[src/rtl/regbank_access_ctrl.sv]
// -----------------------------------------------------------------------------
// regbank_access_ctrl
//
// Sequences and arbitrates access from two requesters to a bank of NREGS
// level-sensitive "set" latch words (data in, set strobe, data out).
//
// Writes run as setup / strobe / hold so a latch never sees its data bus move
// while its set strobe is high. Reads sample the selected latch output and
// return it in a flop. Every output is driven straight from a flop, so
// cell_set (a registered one-hot decode) cannot glitch.
//
// Handshake (both ports): a requester raises reqN with weN/addrN/wdataN stable
// and keeps them stable until it samples ackN, a single-cycle pulse. It drops
// or re-drives reqN on that same edge. A reqN still high in the IDLE cycle
// after ACK is a new request. Request changes after grant are ignored until
// the controller is back in IDLE.
//
// Ports:
//   clk, rst_n              system clock (rising edge), async active-low reset
//   req/we/addr/wdata 0,1   requester inputs
//   ack0, ack1              one-cycle completion pulses
//   rdata0, rdata1          read data, valid with ack, held until next read ack
//   cell_in                 shared data bus to all storage latches
//   cell_set                per-latch set strobes, at most one bit high
//   cell_out                concatenated latch outputs, reg k at [k*WIDTH +: WIDTH]
//   busy                    high whenever the FSM is not in IDLE
//   dbg_state               current FSM state encoding (observation only)
// -----------------------------------------------------------------------------
module regbank_access_ctrl #(
  parameter int WIDTH  = 16,
  parameter int NREGS  = 8,
  parameter int ADDR_W = 3
) (
  input  logic                   clk,
  input  logic                   rst_n,
  input  logic                   req0,
  input  logic                   we0,
  input  logic [ADDR_W-1:0]      addr0,
  input  logic [WIDTH-1:0]       wdata0,
  output logic                   ack0,
  output logic [WIDTH-1:0]       rdata0,
  input  logic                   req1,
  input  logic                   we1,
  input  logic [ADDR_W-1:0]      addr1,
  input  logic [WIDTH-1:0]       wdata1,
  output logic                   ack1,
  output logic [WIDTH-1:0]       rdata1,
  output logic [WIDTH-1:0]       cell_in,
  output logic [NREGS-1:0]       cell_set,
  input  logic [NREGS*WIDTH-1:0] cell_out,
  output logic                   busy,
  output logic [2:0]             dbg_state
);

  typedef enum logic [2:0] {
    IDLE      = 3'd0,
    W_SETUP   = 3'd1,
    W_STROBE  = 3'd2,
    W_HOLD    = 3'd3,
    R_CAPTURE = 3'd4,
    ACK       = 3'd5
  } state_t;

  state_t            state, state_nxt;

  // Arbitration result for the current IDLE cycle
  logic              grant_any;
  logic              win;
  logic              win_we;
  logic [ADDR_W-1:0] win_addr;
  logic [WIDTH-1:0]  win_wdata;

  // Operation context captured at grant
  logic [ADDR_W-1:0] addr_q;
  logic              port_q;
  logic              last_grant;

  // Address decode / read mux driven from the captured address
  logic [NREGS-1:0]  set_dec;
  logic [WIDTH-1:0]  rd_mux;

  // Round robin: on a tie the port that did not win last time gets the grant.
  // With a single requester, that requester wins.
  always_comb begin
    grant_any = req0 | req1;
    if (req0 && req1) begin
      win = ~last_grant;
    end else begin
      win = req1;
    end
    win_we    = win ? we1    : we0;
    win_addr  = win ? addr1  : addr0;
    win_wdata = win ? wdata1 : wdata0;
  end

  // Out-of-range addresses match no k, so they decode to no strobe and read 0.
  always_comb begin
    set_dec = '0;
    rd_mux  = '0;
    for (int k = 0; k < NREGS; k++) begin
      if (addr_q == ADDR_W'(k)) begin
        set_dec[k] = 1'b1;
        rd_mux     = cell_out[k*WIDTH +: WIDTH];
      end
    end
  end

  always_comb begin
    state_nxt = state;
    case (state)
      IDLE:      if (grant_any) state_nxt = win_we ? W_SETUP : R_CAPTURE;
      W_SETUP:   state_nxt = W_STROBE;
      W_STROBE:  state_nxt = W_HOLD;
      W_HOLD:    state_nxt = ACK;
      R_CAPTURE: state_nxt = ACK;
      ACK:       state_nxt = IDLE;
      default:   state_nxt = IDLE;
    endcase
  end

  always_ff @(posedge clk or negedge rst_n) begin
    if (!rst_n) begin
      state <= IDLE;
    end else begin
      state <= state_nxt;
    end
  end

  always_ff @(posedge clk or negedge rst_n) begin
    if (!rst_n) begin
      addr_q     <= '0;
      port_q     <= 1'b0;
      last_grant <= 1'b1;
      cell_in    <= '0;
      cell_set   <= '0;
      ack0       <= 1'b0;
      ack1       <= 1'b0;
      rdata0     <= '0;
      rdata1     <= '0;
      busy       <= 1'b0;
    end else begin
      if (state == IDLE && grant_any) begin
        addr_q     <= win_addr;
        port_q     <= win;
        last_grant <= win;
        // cell_in is the captured write data; it settles during W_SETUP,
        // a full cycle ahead of the strobe, and is not touched by reads.
        if (win_we) begin
          cell_in <= win_wdata;
        end
      end

      // Strobe is high only for the W_STROBE cycle.
      cell_set <= (state == W_SETUP) ? set_dec : '0;

      if (state == R_CAPTURE) begin
        if (port_q) begin
          rdata1 <= rd_mux;
        end else begin
          rdata0 <= rd_mux;
        end
      end

      ack0 <= (state_nxt == ACK) && !port_q;
      ack1 <= (state_nxt == ACK) &&  port_q;
      busy <= (state_nxt != IDLE);
    end
  end

  assign dbg_state = state;

endmodule
[config.mk]
export PLATFORM = sky130hd
export DESIGN_NAME = regbank_access_ctrl
export DESIGN_NICKNAME = d
export VERILOG_FILES = /design/src/rtl/regbank_access_ctrl.sv
export SDC_FILE = /design/constraint.sdc
export NUM_CORES = 1
export LEC_CHECK = 0
export CAP_MARGIN = 25
export CORE_MARGIN = 2
export CORE_UTILIZATION = 42
export CTS_CLUSTER_SIZE = 24
export DETAILED_ROUTE_END_ITERATION = 8
export GPL_TIMING_DRIVEN = 0
export HOLD_SLACK_MARGIN = 0.06
export PLACE_DENSITY = 0.95
export SLEW_MARGIN = 20
export SYNTH_ARGS = -nofsm -noshare
export SYNTH_HDL_FRONTEND = slang
export SYNTH_SLANG_ARGS = --single-unit
[constraint.sdc]
create_clock -name clk -period 4.6 [get_ports clk]
set_clock_uncertainty 0.1 [all_clocks]
set_input_delay 0.92 -clock clk [delete_from_list [all_inputs] [get_ports clk]]
set_output_delay 0.92 -clock clk [all_outputs]
set_load 0.03 [all_outputs]
Word-level counts from Yosys, hierarchy flattened
Index checks and enable logic that the tools add are counted.
{ "word_totals": {"romBits": 0, "wordCells": 62, "regBits": 67, "latch_bits": 0, "in_bits": 172, "memories": 0, "ram_bits": 0, "output_inout_bits": 62} }
{ "op_classes": {"eq_ne": 12, "n_addsub": 0, "bitwise": 3, "n_reduce_logical": 12, "n_div": 0, "mul": 0, "n_shift": 0, "n_mux": 24, "n_lt_le_gt_ge": 0} }
{ "op_table": {"columns": ["cell", "count"], "rows": [
  ["16-bit 2-to-1 mux", 9],
  ["3-bit == test, second input constant", 6],
  ["3-bit by 2-bit == test with 1-bit output, second input constant", 4],
  ["3-bit one-hot mux with 4 select lines", 1],
  ["1-bit 2-to-1 mux", 10],
  ["3-bit 2-to-1 mux", 3],
  ["8-bit 2-to-1 mux", 1],
  ["3-bit by 1-bit == test with 1-bit output, second input constant", 2],
  ["3-bit zero test", 2],
  ["2-bit AND reduction", 3],
  ["1-bit logical AND", 4],
  ["3-bit nonzero test", 1],
  ["1-bit inverter", 2],
  ["2-bit OR reduction", 1],
  ["1-bit zero test", 1],
  ["1-bit OR", 1]
]} }

Logic depth before layout (Yosys ltp)
Gate-level depths: netlist of the first run.
{ "depth": {"word_depth": 9, "ltp_mapped": 7} }

Worst setup path before layout of the first run
No wires, ideal clock.
{ "synth_timing": {"path_kind": "in2reg", "from": "input port req1", "to": "register cell_in[10]", "setup_time_ns": 0.125, "setup_slack_ns": 2.354, "arrival_time_ns": 2.021, "n_path_buf": 1, "stages": 5, "cell_sequence": "a21boi_2 -> mux2i_2 -> nor2_8 -> buf_6 -> mux2_4"} }
{ "synth_between": {"elab_chain_cells": 4, "elab_cells_between_ends": 7, "cone_classes": "3 x mux; 1 x bitwise; 3 x reduce/logical"} }
{ "synth_lines": {"columns": ["item", "line_no", "text"], "rows": [
  ["from (decl)", "42", "input logic req1,"],
  ["1-bit logical AND", "86", "if (req0 && req1) begin"],
  ["1-bit 2-to-1 mux", "86", null],
  ["1-bit 2-to-1 mux", "91", "win_we = win ? we1 : we0;"],
  ["2-bit AND reduction (no line)", null, null],
  ["to (signal assigned)", "149", "cell_in <= win_wdata;"],
  ["to (decl)", "48", "output logic [WIDTH-1:0] cell_in,"]
]} }
Parallel ways exist; a longest one is shown, timed or not.
A chain may end at the register's enable or synchronous reset.

Worst setup path after layout of the first run
{ "layout_timing": {"from": "register state[2] (netlist: dbg_state[2])", "to": "output port dbg_state[2]"} }
{ "layout_rtl": {"columns": ["item", "line_no", "text"], "rows": [
  ["from (decl)", "64", "state_t state, state_nxt;"],
  ["from (signal assigned)", "125", "state <= state_nxt;"],
  ["to (decl)", "52", "output logic [2:0] dbg_state"]
]} }
No word-level cell between the ends.

==> summary.txt, run 1 <==
Outcome
  • Status: finished clean

Detailed routing
  • Detailed Route Iter0 Violations: 226
  • Pre-antenna DRT Iters: 5
  • DRC Markers: 0
  • Avg Vias per Cell: 5.56
  • DR WL/cell: 19.2 um
  • Detailed Route WL: 15,500 um
  • Routed Antenna Nets: 0
  • Vias after detailed routing: 4,480

Synth
  • Synth cell types: between 40 and 50
  • Mapped Area: 4150 um^2
  • Most common cell in the netlist: dfrtp_1
  • FFs w/ async S/R, synth: 1.00
  • Post-synth EDFFs: 0
  • Number of synthesized register bits: 67
  • Post-synthesis cell count: 423
  • Synth top area share: 0.398
  • Area leader, netlist: dfrtp_1
  • Sequential share of the synthesized area: 0.405
  • Synth Flop Type: dfrtp_1
  • Most area-consuming cells after synthesis: dfrtp_1 40%, mux2i_1 8.5%, mux2_2 4.3%
  • Syn. warnings: 0
  • Syn_nets: 595
  • Post-Syn Area per Cell: 9.80 um^2
  • Commonest cells in the netlist: 66 x dfrtp_1, 37 x nor2_1, 35 x mux2i_1

CTS
  • Resized Gates After CTS: 0
  • Worst-Skew Late Latency: 330 ps
  • Clock transition at the registers of the reported paths: 80 ps
  • H-Tree Depth: 3
  • CTS Hold Buffers Added: 0
  • Clock Path Buffers: 2
  • CTS tree: built
  • CTS sink cnt: between 60 and 70
  • Cts bufs inserted: 9
  • CTS Root Buffer Type: clkbuf_8
  • Post-CTS setup buffer count: 0

Final layout
  • Area Overhead vs Synth: 66.5%
  • Share of cells above drive strength 1: 0.110
  • # nets final: 840
  • Non-filler cells, final: a little over 800
  • Utilization after layout: 0.713
  • Antenna Cells: 0

Job
  • Max-cap violations: 0

Critical path
  • Setup crit end kind: output port
  • CP max stage delay: 750 ps
  • Worst-path cell chain: clkdlybuf4s50_1
  • Worst setup SP type: register
  • WP buf/inv: 1
  • Critical path data required time: 3580 ps
  • WP data arrival: roughly 1600 ps
  • CP Class: register to output port
  • Crit-path slowest cell: clkdlybuf4s50_1
  • Worst path top cell family by delay: buffers and inverters
  • CP max FO: 8
  • Reg2reg setup slack: 2460 ps

Die
  • Core area: 9680 um^2
  • Initial Util: 0.428
  • Die height: 103 um
  • Die W: 103 um
  • # IOs: about 230
  • # rows: 36
  • Die area: 10,700 um^2

Global route
  • First-pass GRT wire length: 23,200 um
  • Largest net degree at the start of global routing: 36
  • GRT Total Usage: 0.287
  • Initial antenna violation count: 0
  • Grt total ovfl: 0
  • Vias in the first global route: 4,569

Placement
  • Routability cong.: 0.879
  • Post-DP HPWL: 12,200 um
  • Placed Cells: 790
  • Pre-CTS setup slack: 1660 ps
  • Port Buffers: 233

STA
  • Fmax: between 300 and 400 MHz
  • Fin. max-slew vios: 0
  • Fin crit period: 2610 ps
  • Max transition margin: 0.572
  • Final Cycle Share: 0.568
  • Unrepaired setup endpoints after global routing: false
  • Final hold violation count: 0
  • Final setup vio count: 0
  • Fin worst setup slack: 1990 ps
  • Worst Max-Slew Pin Slew: 642 ps
  • Total negative slack: 0 ps

Hold path
  • Worst Hold Class: register to register

Power
  • Pwr/cell area: 622 nW/um^2
  • Leakage power: 0.00284 uW
  • Peak VDD IR: 378 uV
[worst reg2reg max path, delay by kind of cell, from the launching register on]
kind | cells | cell delay, ps
buffers and inverters | 2 | 710
flip-flops | 1 | 430
AND/OR/NAND/NOR | 1 | 390
AO/OA/AOI/OAI | 2 | 390
[state kept, by name, indices dropped and copies added (netlist names), 3 cells and up]
register	count
cell_in	16
rdata0	16
rdata1	16
cell_set	8
addr_q	3
dbg_state	3
[logic make-up (layout without fill, tap and decap cells)]
| kind of cell | Yosys count | after routing | share of synthesized area |
|---|---|---|---|
| buffers and inverters | 63 | 313 | 0.0721 |
| AO/OA/AOI/OAI | 112 | 112 | 0.195 |
| AND/OR/NAND/NOR | 112 | 112 | 0.143 |
| flip-flops | 67 | 67 | 0.405 |
| multiplexers | 68 | 68 | 0.183 |
| XOR/XNOR | 1 | 1 | 0.00211 |
[stage by stage]
| stage | power, uW | hold slack, ps | area (um^2) |
|---|---|---|---|
| finish | 4290 | 393 | 6900 |
| global route | 4550 | 418 | 6900 |
| CTS | 4290 | 396 | 6900 |
| detailed placement | 3680 | 378 | 6660 |
| global placement | 3600 | 367 | 6640 |
| floorplan | 2640 | 375 | 4150 |
[power breakdown]
part           internal [uW]  total (uW)  switching (uW)
logic                   1160        2670            1510
registers                857        1030             168
clock network            362         596             233
total                   2380        4290            1910
[routing by layer]
layer / GRT usage / part of all wire / vias up
met1: 0.331 / 0.36 / 2134
met3: 0.0880 / 0.11 / 29
met2: 0.506 / 0.51 / 292
met5: 0 / 0 / -
met4: 0.0951 / 0.017 / 0
li1: - / - / 2025
[layout make-up]
class                   count  area (um^2)
repair buffers            234         2350
inverters                  28          105
fillers                   700         2780
well taps                 133          166
flip-flops and latches     67         1680
clock inverters             6          113
multi-input cells         293         2170
plain buffers              35          194
clock buffers              10          128
[path summary, 6_finish.rpt]
kind | start | endpoint | cells after the start
max in group asynchronous | rst_n | last_grant | 2
min in group asynchronous | rst_n | cell_in[13] | 1
worst min register to register | cell_in[14] | cell_in[14] | 1
worst min-delay path | cell_in[14] | cell_in[14] | 1
worst max-delay path | dbg_state[2] | dbg_state[2] | 1
worst max register to register | addr_q[1] | rdata0[6] | 5
[cells in the final DEF, fill, tap and decap left out, drive strengths merged, types with 2 or more instances in the layout]
cell type / n
clkdlybuf4s50: 232
dfrtp: 66
nor2: 38
mux2i: 36
mux2: 32
inv: 29
buf: 27
a31oi: 25
nand2: 23
clkbuf: 20
nand2b: 19
a21boi: 14
and2: 13
o32ai: 12
o221ai: 12
o31ai: 12
o211ai: 9
a21oi: 9
o21ai: 9
nor3: 5
nor4bb: 4
o32a: 4
o22ai: 4
nor2b: 3
bufinv: 3
nand3: 2
clkinv: 2
No activity file was read; power rests on OpenSTA's default activity.
==> inputs of run 2 (changes only) <==
Settings changed: CORE_UTILIZATION 42 to 39, PLACE_DENSITY 0.95 to 0.93.
Clock period 4.6 ns to 2.46 ns, I/O delays scaled along.
==> run 2 against run 1 <==
Net effect:
- utilization down 5.0 points
- clock-buffer cell count down 1
- critical endpoint unchanged
- via count down 1.1%
- combinational power up 87%
- highest routed layer unchanged
- routed wire length up 4.0%
- sequential share of layout area up 0.21 points
- power up 80%
- die area up 7.4%
==> summary.txt, run 2 (synthesis results as in run 1) <==
Placement
  • Port Buffers: 233 (unchanged)
  • Routability cong.: 0.915 (+4.1%)
  • Post-DP HPWL: 12,600 um (+3.5%)

Critical path
  • WP buf/inv: 1 (unchanged)
  • Critical path data required time: 1870 ps (-1710 ps)
  • FF-to-FF End: rdata1[13]
  • Worst path top cell family by delay: buffers and inverters
  • Setup crit end kind: output port
  • Crit-path slowest cell: clkdlybuf4s50_1
  • Worst setup SP type: register
  • CP max stage delay: 760 ps (about the same)
  • R2R cell count: 6 (+1)
  • Worst-path cell chain: clkdlybuf4s50_1
  • CP Class: register to output port
  • WP data arrival: 1590 ps (about the same)
  • RR Startpoint: addr_q[2]
  • CP max FO: 8 (unchanged)
  • Reg2reg setup slack: 300 ps (-2160 ps)

Final layout
  • Most common cell after layout, fill and taps aside: clkdlybuf4s50_1
  • FILL cells: 787 (+12%)
  • Largest registers: cell_in: 16 flops, rdata0: 16 flops, rdata1: 16 flops
  • Utilization after layout: 0.663 (-0.0500)
  • Share of cells above drive strength 1: 0.110 (unchanged)
  • # nets final: 841 (+0.12%)
  • Area Overhead vs Synth: 65.0%
  • Antenna Cells: 0 (unchanged)
  • Most frequent cells in the layout: 232 x clkdlybuf4s50_1, 66 x dfrtp_1, 37 x nor2_1, 35 x mux2i_1, 28 x inv_1

Job
  • Max-cap violations: 0 (unchanged)

Detailed routing
  • Detailed Route WL: 16,100 um (+4.0%)
  • DR WL/cell: 19.9 um (+3.7%)
  • DRC Markers: 0 (unchanged)
  • Vias after detailed routing: 4,430 (-1.1%)
  • Routed Antenna Nets: 0 (unchanged)
  • Detailed Route Iter0 Violations: 255 (+13%)
  • Avg Vias per Cell: 5.48 (-1.5%)
  • Pre-antenna DRT Iters: 5 (unchanged)

Die
  • # IOs: 234 (unchanged)
  • Core area: 10,300 um^2 (+6.6%)
  • # rows: 37 (+2.8%)
  • Die W: 107 um (+3.6%)
  • Initial Util: 0.402 (-0.0265)
  • Die area: 11,500 um^2 (+7.4%)
  • Die height: 107 um (+3.6%)

STA
  • Total negative slack: 0 ps (unchanged)
  • Max transition margin: 0.589 (+0.0174)
  • Final Cycle Share: 0.889
  • Fin crit period: 2190 ps
  • Fin. max-slew vios: 0 (unchanged)
  • Final hold violation count: 0 (unchanged)
  • Final setup vio count: 0 (unchanged)
  • Fmax: 457 MHz
  • Unrepaired setup endpoints after global routing: false
  • Worst Max-Slew Pin Slew: 616 ps (-26.1 ps)

CTS
  • Post-CTS setup buffer count: 0 (unchanged)
  • Worst-Skew Late Latency: 340 ps (about the same)
  • Clock transition at the registers of the reported paths: 80 ps (about the same)
  • Clock Path Buffers: 2 (unchanged)
  • CTS Root Buffer Type: clkbuf_8
  • CTS tree: built
  • Cts bufs inserted: 9 (unchanged)
  • H-Tree Depth: 3 (unchanged)
  • CTS sink cnt: 67 (unchanged)

Power
  • Peak VDD IR: 628 uV (+66%)
  • Total power draw: 7740 uW (+80%)
  • Leakage power: 0.00280 uW (-1.2%)
  • Pwr/cell area: 1130 nW/um^2 (+82%)

Hold path
  • Hold EP: cell_in[14]
  • HP Start: cell_in[14]
  • Worst Hold Depth: 1 (unchanged)
  • Worst Hold Class: register to register

Global route
  • Grt total ovfl: 0 (unchanged)
  • GRT Total Usage: 0.282 (-0.00542)
  • Largest net degree at the start of global routing: 42 (+17%)
  • Initial antenna violation count: 0 (unchanged)
  • First-pass GRT wire length: 24,900 um (+7.2%)
  • Vias in the first global route: 4,820 (+5.5%)

Outcome
  • Status: finished clean
[run 2: metal layers]
| layer | global-route usage | part of all wire | up-vias |
|---|---|---|---|
| met5 | 0 | 0 | - |
| li1 | - | - | 2021 |
| met4 | 0.0872 | 0.021 | 0 |
| met3 | 0.0802 | 0.093 | 28 |
| met1 | 0.319 | 0.37 | 2109 |
| met2 | 0.509 | 0.51 | 272 |
[run 2: layout make-up]
type	instances	area [um^2]	share of cell area
Timing Repair Buffer	235	2360	0.345
Clock inverter	6	42.5	0.00622
Tap cell	136	170	0.0249
Clock buffer	9	124	0.0181
Buffer	35	194	0.0283
Inverter	28	105	0.0154
Multi-Input combinational cell	293	2170	0.317
Sequential cell	67	1680	0.245
[run 2: metrics by stage]
stage          instances  instance area [um^2]  worst slack [ps]  hold WS [ps]
4_1_cts              809                  6840               272           397
3_5_place_dp         793                  6670             -82.1           340
3_3_place_gp         792                  6650             -1350           369
5_1_grt              809                  6840               172           408
6_report             809                  6840               274           393
2_1_floorplan        423                  4150               507          96.4
[run 2: how the worst max path moves through the flow]
stage	to	depth (start not counted)	startpoint
2_1_floorplan	cell_in[10]	6	dbg_state[0]
3_3_place_gp	rdata0[9]	1	rst_n
3_5_place_dp	cell_in[2]	6	req1
4_1_cts	dbg_state[2]	1	dbg_state[2]
5_1_grt	rdata1[13]	6	addr_q[2]
6_report	dbg_state[2]	1	dbg_state[2]
[run 2: repair_timing]
item,CTS,global route
resized for setup,0,0
endpoints found under the hold margin,26,0
hold buffers,1,0
setup endpoints to repair,0,0
[run 2: report_power, final]
group | switching, uW | internal (uW)
logic | 2830 | 2170
registers | 319 | 1600
clock network | 457 | 362
total | 3600 | 4140
==> RTL edit 1: new RTL, settings of run 1 <==
Set the parameter `NREGS` to 7 (it was 8).
--- a/src/rtl/regbank_access_ctrl.sv
+++ b/src/rtl/regbank_access_ctrl.sv
@@ -29,5 +29,5 @@
 module regbank_access_ctrl #(
   parameter int WIDTH  = 16,
-  parameter int NREGS  = 8,
+  parameter int NREGS  = 7,
   parameter int ADDR_W = 3
 ) (
Ports: changed (resized cell_out and cell_set); port bits go from 234 to 217. The function was not compared with the original's and may differ.
==> RTL edit 1 against run 1 <==
- cell area decreased by 8.5%
- critical path depth unchanged
- utilization increased by 0.76 points
- total power decreased by 6.8%
- area after synthesis decreased by 7.9%
- sequential cell count decreased by 1
- cell count decreased by 11%
- worst setup slack improved by 0.015 ns
- routed wire length decreased by 8.1%
- highest routed layer unchanged
==> RTL edit 1: results (changes against run 1) <==
Cells and area
  – Logic inverters: 33 (+18%)
  – Share of cells above drive strength 1: 0.118 (+0.00808)
  – Buffers, non-clock: 250 (-7.1%)
  – Data buffer area share: 0.372 (+0.00309)
  – Final-layout fill cell count: 644 (-8.0%)
  – Sequential share of cell area: 0.262 (+0.0187)
  – Clkbuf count: 13 (+3)
  – #MultiIn Comb: 245 (-16%)
  – Proportion of cell area spent on the clock network: 0.0283 (-0.00646)
  – Post-layout net count: 761 (-9.4%)
  – Multi-input gate area: 0.00188 mm2 (-14%)

Power
  – LEAKAGE: 2.63 nW (-7.3%)
  – Cell area power density: 634 mW/mm2 (+1.9%)
  – VDD IR-drop max: 362 uV (-4.4%)
  – Switching share of total power: 0.463 (+0.0178)
  – Clk pwr: 0.465 mW (-22%)

Detailed routing
  – WL final: 14200 um (-8.1%)
  – Met1 wire length: 5030 um (-9.7%)
  – WL met3: 1490 um (-11%)
  – Mean number of vias per cell: 5.75 (+3.5%)
  – First drt pass iteration count: 4 (-1)
  – Drt wl/cell: 19.8 um (+3.2%)
  – Initial DRC Count: 197 (-13%)

Global route
  – Met3 Usage GRT: 0.0752 (-0.0128)
  – GRT Overall Usage: 0.288 (+0.00141)
  – Global-route wire length before repair: 22300 um (-4.2%)
  – Number of global-route vias before repair: 4474 (-2.1%)
  – Grt met2 use: 0.515 (+0.00835)
  – Largest net degree at the start of global routing: 44 (+22%)
  – Grt met1 use: 0.318 (-0.0129)

Synthesis
  – Share of the yosys chip area belonging to registers: 0.433 (+0.0281)
  – Synth area leaders: dfrtp_1, mux2_2, o32ai_1
  – Post-Synthesis Cells: 377 (-11%)
  – Synth Net Count: 533 (-10%)
  – Synth cell count leaders: dfrtp_1, nand2_1, mux2_2
  – Synthesized flop and latch total: 66 (-1.5%)

Status
  – Status: finished clean

Placed design
  – HPWL Detailed: 11200 um (-8.4%)
  – Pre-CTS setup slack: 1.66 ns (-0.00712 ns)
  – Placed insts: 702 (-11%)
  – Gpl congestion: 0.962 (+9.4%)

Worst hold path
  – Hold Path Class: input port to asynchronous set/reset pin

Critical path
  – R2R Path Start: addr_q[0]$_DFFE_PN0P_

Timing
  – Relative slew slack: 0.559 (-0.0125)
  – Period utilization: 0.564 (-0.00328)
RTL edit 1: cell count changes after synthesis, sizes merged, moves of 13 or more:
| cell | run 1 | this run |
|---|---|---|
| o32ai | 12 | 32 |
| nand2b | 19 | 3 |
| a31oi | 25 | 1 |
| o31ai | 12 | 32 |
| nand2 | 23 | 40 |
| a221oi | 0 | 16 |
| nor2 | 38 | 18 |
| and2 | 13 | 0 |
| mux2i | 36 | 20 |
RTL edit 1: cell families (layout without fill, tap and decap cells):
| family | after synthesis | count (layout) | share of synthesized area |
|---|---|---|---|
| compound gates | 113 | 113 | 0.224 |
| simple gates | 68 | 68 | 0.0819 |
| flops | 66 | 66 | 0.433 |
| buf+inv | 66 | 299 | 0.0760 |
| mux | 63 | 63 | 0.183 |
| xor+xnor | 1 | 1 | 0.00229 |
RTL edit 1: metrics by stage:
step | hold slack (ns) | util | cell area, um2
after CTS | 0.380 | 0.720 | 6310
after global placement | 0.360 | 0.698 | 6120
final | 0.382 | 0.720 | 6310
after global routing | 0.389 | 0.720 | 6310
after detailed placement | 0.365 | 0.700 | 6130
after floorplan | 0.354 | - | 3820
RTL edit 1: worst min path at each step:
| stage | start | endpoint | depth (start not counted) |
|---|---|---|---|
| CTS | rst_n | rdata0[6]$_DFFE_PN0P_ | 1 |
| global placement | rdata1[1]$_DFFE_PN0P_ | rdata1[1]$_DFFE_PN0P_ | 2 |
| floorplan | port_q$_DFFE_PN0P_ | ack0$_DFF_PN0_ | 1 |
| finish | rst_n | rdata1[6]$_DFFE_PN0P_ | 1 |
| global route | rst_n | rdata0[6]$_DFFE_PN0P_ | 1 |
| detailed placement | rdata0[1]$_DFFE_PN0P_ | rdata0[1]$_DFFE_PN0P_ | 2 |
==> RTL edit 2: new RTL, config.mk and constraints of run 1 <==
Made on the original files. Reset style: synchronous (`rst_n`), changed in 2 clocked blocks. Comments in the files are not updated.
--- a/src/rtl/regbank_access_ctrl.sv
+++ b/src/rtl/regbank_access_ctrl.sv
@@ -119,5 +119,5 @@
   end
 
-  always_ff @(posedge clk or negedge rst_n) begin
+  always_ff @(posedge clk) begin
     if (!rst_n) begin
       state <= IDLE;
@@ -127,5 +127,5 @@
   end
 
-  always_ff @(posedge clk or negedge rst_n) begin
+  always_ff @(posedge clk) begin
     if (!rst_n) begin
       addr_q     <= '0;
Behaviour: differs if rst_n is asserted again (counterexample within 4 cycles, from zero or initial values and one cycle with rst_n low); with rst_n held inactive, the same outputs for 10 cycles.
==> RTL edit 2 against run 1 <==
- fmax is 1.1% lower
- synthesized cell count is 14% lower
- register-to-register slack better by 0.09 ns
- die area shrank 14%
- routed wire length is 9.4% lower
- worst setup slack worse by 0.028 ns
- area after synthesis shrank 15%
- cell area shrank 9.6%
- sequential cell count did not move
- total power shrank 30%
- critical path type is now input port to flop
- largest power group unchanged
- highest routed layer unchanged
==> RTL edit 2: results (changes against run 1) <==
Status
  – Status: finished clean

Worst hold path
  – Hold EP: rdata1[15]$_SDFFE_PN0P_
  – Hold Path Stages: 1 (unchanged)
  – HP Start: rdata1[15]$_SDFFE_PN0P_

Detailed routing
  – WL met2: 6980 um (-12%)
  – WL final: 14000 um (-9.4%)
  – Met1 wire length: 5270 um (-5.4%)
  – Mean number of vias per cell: 5.54 (-0.40%)
  – Drt wl/cell: 19.5 um (+1.7%)
  – WL met3: 1320 um (-22%)
  – Initial DRC Count: 224 (-0.88%)

Placed design
  – HPWL Detailed: 11000 um (-9.7%)
  – Gpl congestion: 0.850 (-3.4%)
  – Pre-CTS setup slack: 1.65 ns (-0.0112 ns)
  – Placed insts: 702 (-11%)

Synthesis
  – Synth top area share: 0.380 (-0.0184)
  – Post-synth ARST share: 0 (-1.00)
  – Avg Cell Area, Syn: 9.70 um2 (-1.0%)
  – Synth Area in Adders: 0 (unchanged)
  – Synth cell count leaders: dfxtp_1, a22o_1, o22ai_1, mux2_1, nand2_1
  – Synth Net Count: 536 (-9.9%)
  – Post-synthesis mux area share: 0.211 (+0.0284)
  – Post-synthesis compound-gate area fraction: 0.235 (+0.0397)
  – Post-synth cell types: 37 (-18%)
  – Synth area leaders: dfxtp_1, mux2_1, a22o_1
  – Share of the yosys chip area belonging to registers: 0.380 (-0.0248)
  – Xor/xnor share of the synthesized area: 0.00248 (+0.000369)

Critical path
  – Crit path max-delay family: buffers and inverters
  – R2R Setup Slk: 2.55 ns (+0.09 ns)
  – R2R Path Start: addr_q[2]$_SDFFE_PN0P_
  – End of the worst register-to-register path: rdata1[8]$_SDFFE_PN0P_
  – Worst-path fanout max: 10 (+2)
  – Max incr delay on CP: 0.51 ns (-0.24 ns)
  – Crit path arrival time: 2.82 ns (+1.23 ns)
  – Worst R2R Path Depth: 6 (+1)

Global route
  – Grt met1 use: 0.340 (+0.00899)
  – Met3 Usage GRT: 0.0751 (-0.0129)
  – Global-route wire length before repair: 20300 um (-13%)
  – Initial antenna violation count: 0 (unchanged)
  – GRT Overall Usage: 0.295 (+0.00784)
  – Largest net degree at the start of global routing: 14 (-61%)
  – Grt met2 use: 0.512 (+0.00545)
  – Number of global-route vias before repair: 4016 (-12%)

Power
  – VDD IR-drop max: 279 uV (-26%)
  – LEAKAGE: 2.51 nW (-12%)

Clock tree
  – H-tree depth: 3 (unchanged)
  – Number of CTS-inserted buffers: 9 (unchanged)
  – CTS clk-pin slew, worst paths: 0.07 ns
  – Clk buf depth: 2 (unchanged)

Cells and area
  – Post-layout net count: 780 (-7.1%)
  – Share of cells above drive strength 1: 0.0979 (-0.0121)
  – N_diodes: 0 (unchanged)

Timing
  – Relative slew slack: 0.597 (+0.0257)
RTL edit 2: how the worst max path moves through the flow:
stage,cells after the start,slack (ns),startpoint,to
4_1_cts,6,1.99,rst_n,rdata1[14]$_SDFFE_PN0P_
3_5_place_dp,7,1.65,req1,cell_in[13]$_SDFFE_PN0P_
6_report,6,1.96,rst_n,rdata1[14]$_SDFFE_PN0P_
2_1_floorplan,6,2.34,req1,cell_in[0]$_SDFFE_PN0P_
5_1_grt,6,1.85,rst_n,rdata1[13]$_SDFFE_PN0P_
3_3_place_gp,7,1.70,req1,cell_in[14]$_SDFFE_PN0P_
RTL edit 2: kinds of logic after synthesis:
| group | after synthesis |
|---|---|
| compound gates | 111 |
| buf+inv | 32 |
| simple gates | 85 |
| xor+xnor | 1 |
| flops | 67 |
| mux | 68 |
RTL edit 2: area by class of cell:
class                   count  area [um2]
well taps                 105         131
plain buffers              31         159
fillers                   580        1930
repair buffers            233        2330
clock buffers               9         124
flip-flops and latches     67        1340
clock inverters             7         124
multi-input cells         265        2030
inverters                   1        3.75
RTL edit 2: stage by stage:
| step | util | instance area, um2 | total power [mW] | hold WS [ns] |
|---|---|---|---|---|
| after global placement | 0.733 | 5990 | 2.35 | 0.362 |
| final | 0.763 | 6240 | 3.02 | 0.385 |
| after detailed placement | 0.733 | 5990 | 2.41 | 0.363 |
| after floorplan | - | 3530 | 1.77 | 0.367 |
| after CTS | 0.763 | 6240 | 3.02 | 0.385 |
| after global routing | 0.763 | 6240 | 3.17 | 0.397 |
RTL edit 2: report_power, final:
part / leakage [nW] / internal (mW) / switching, mW
registers: 0.546 / 0.706 / 0.0953
clock network: 0.120 / 0.364 / 0.240
logic: 1.84 / 0.716 / 0.903
total: 2.51 / 1.79 / 1.24
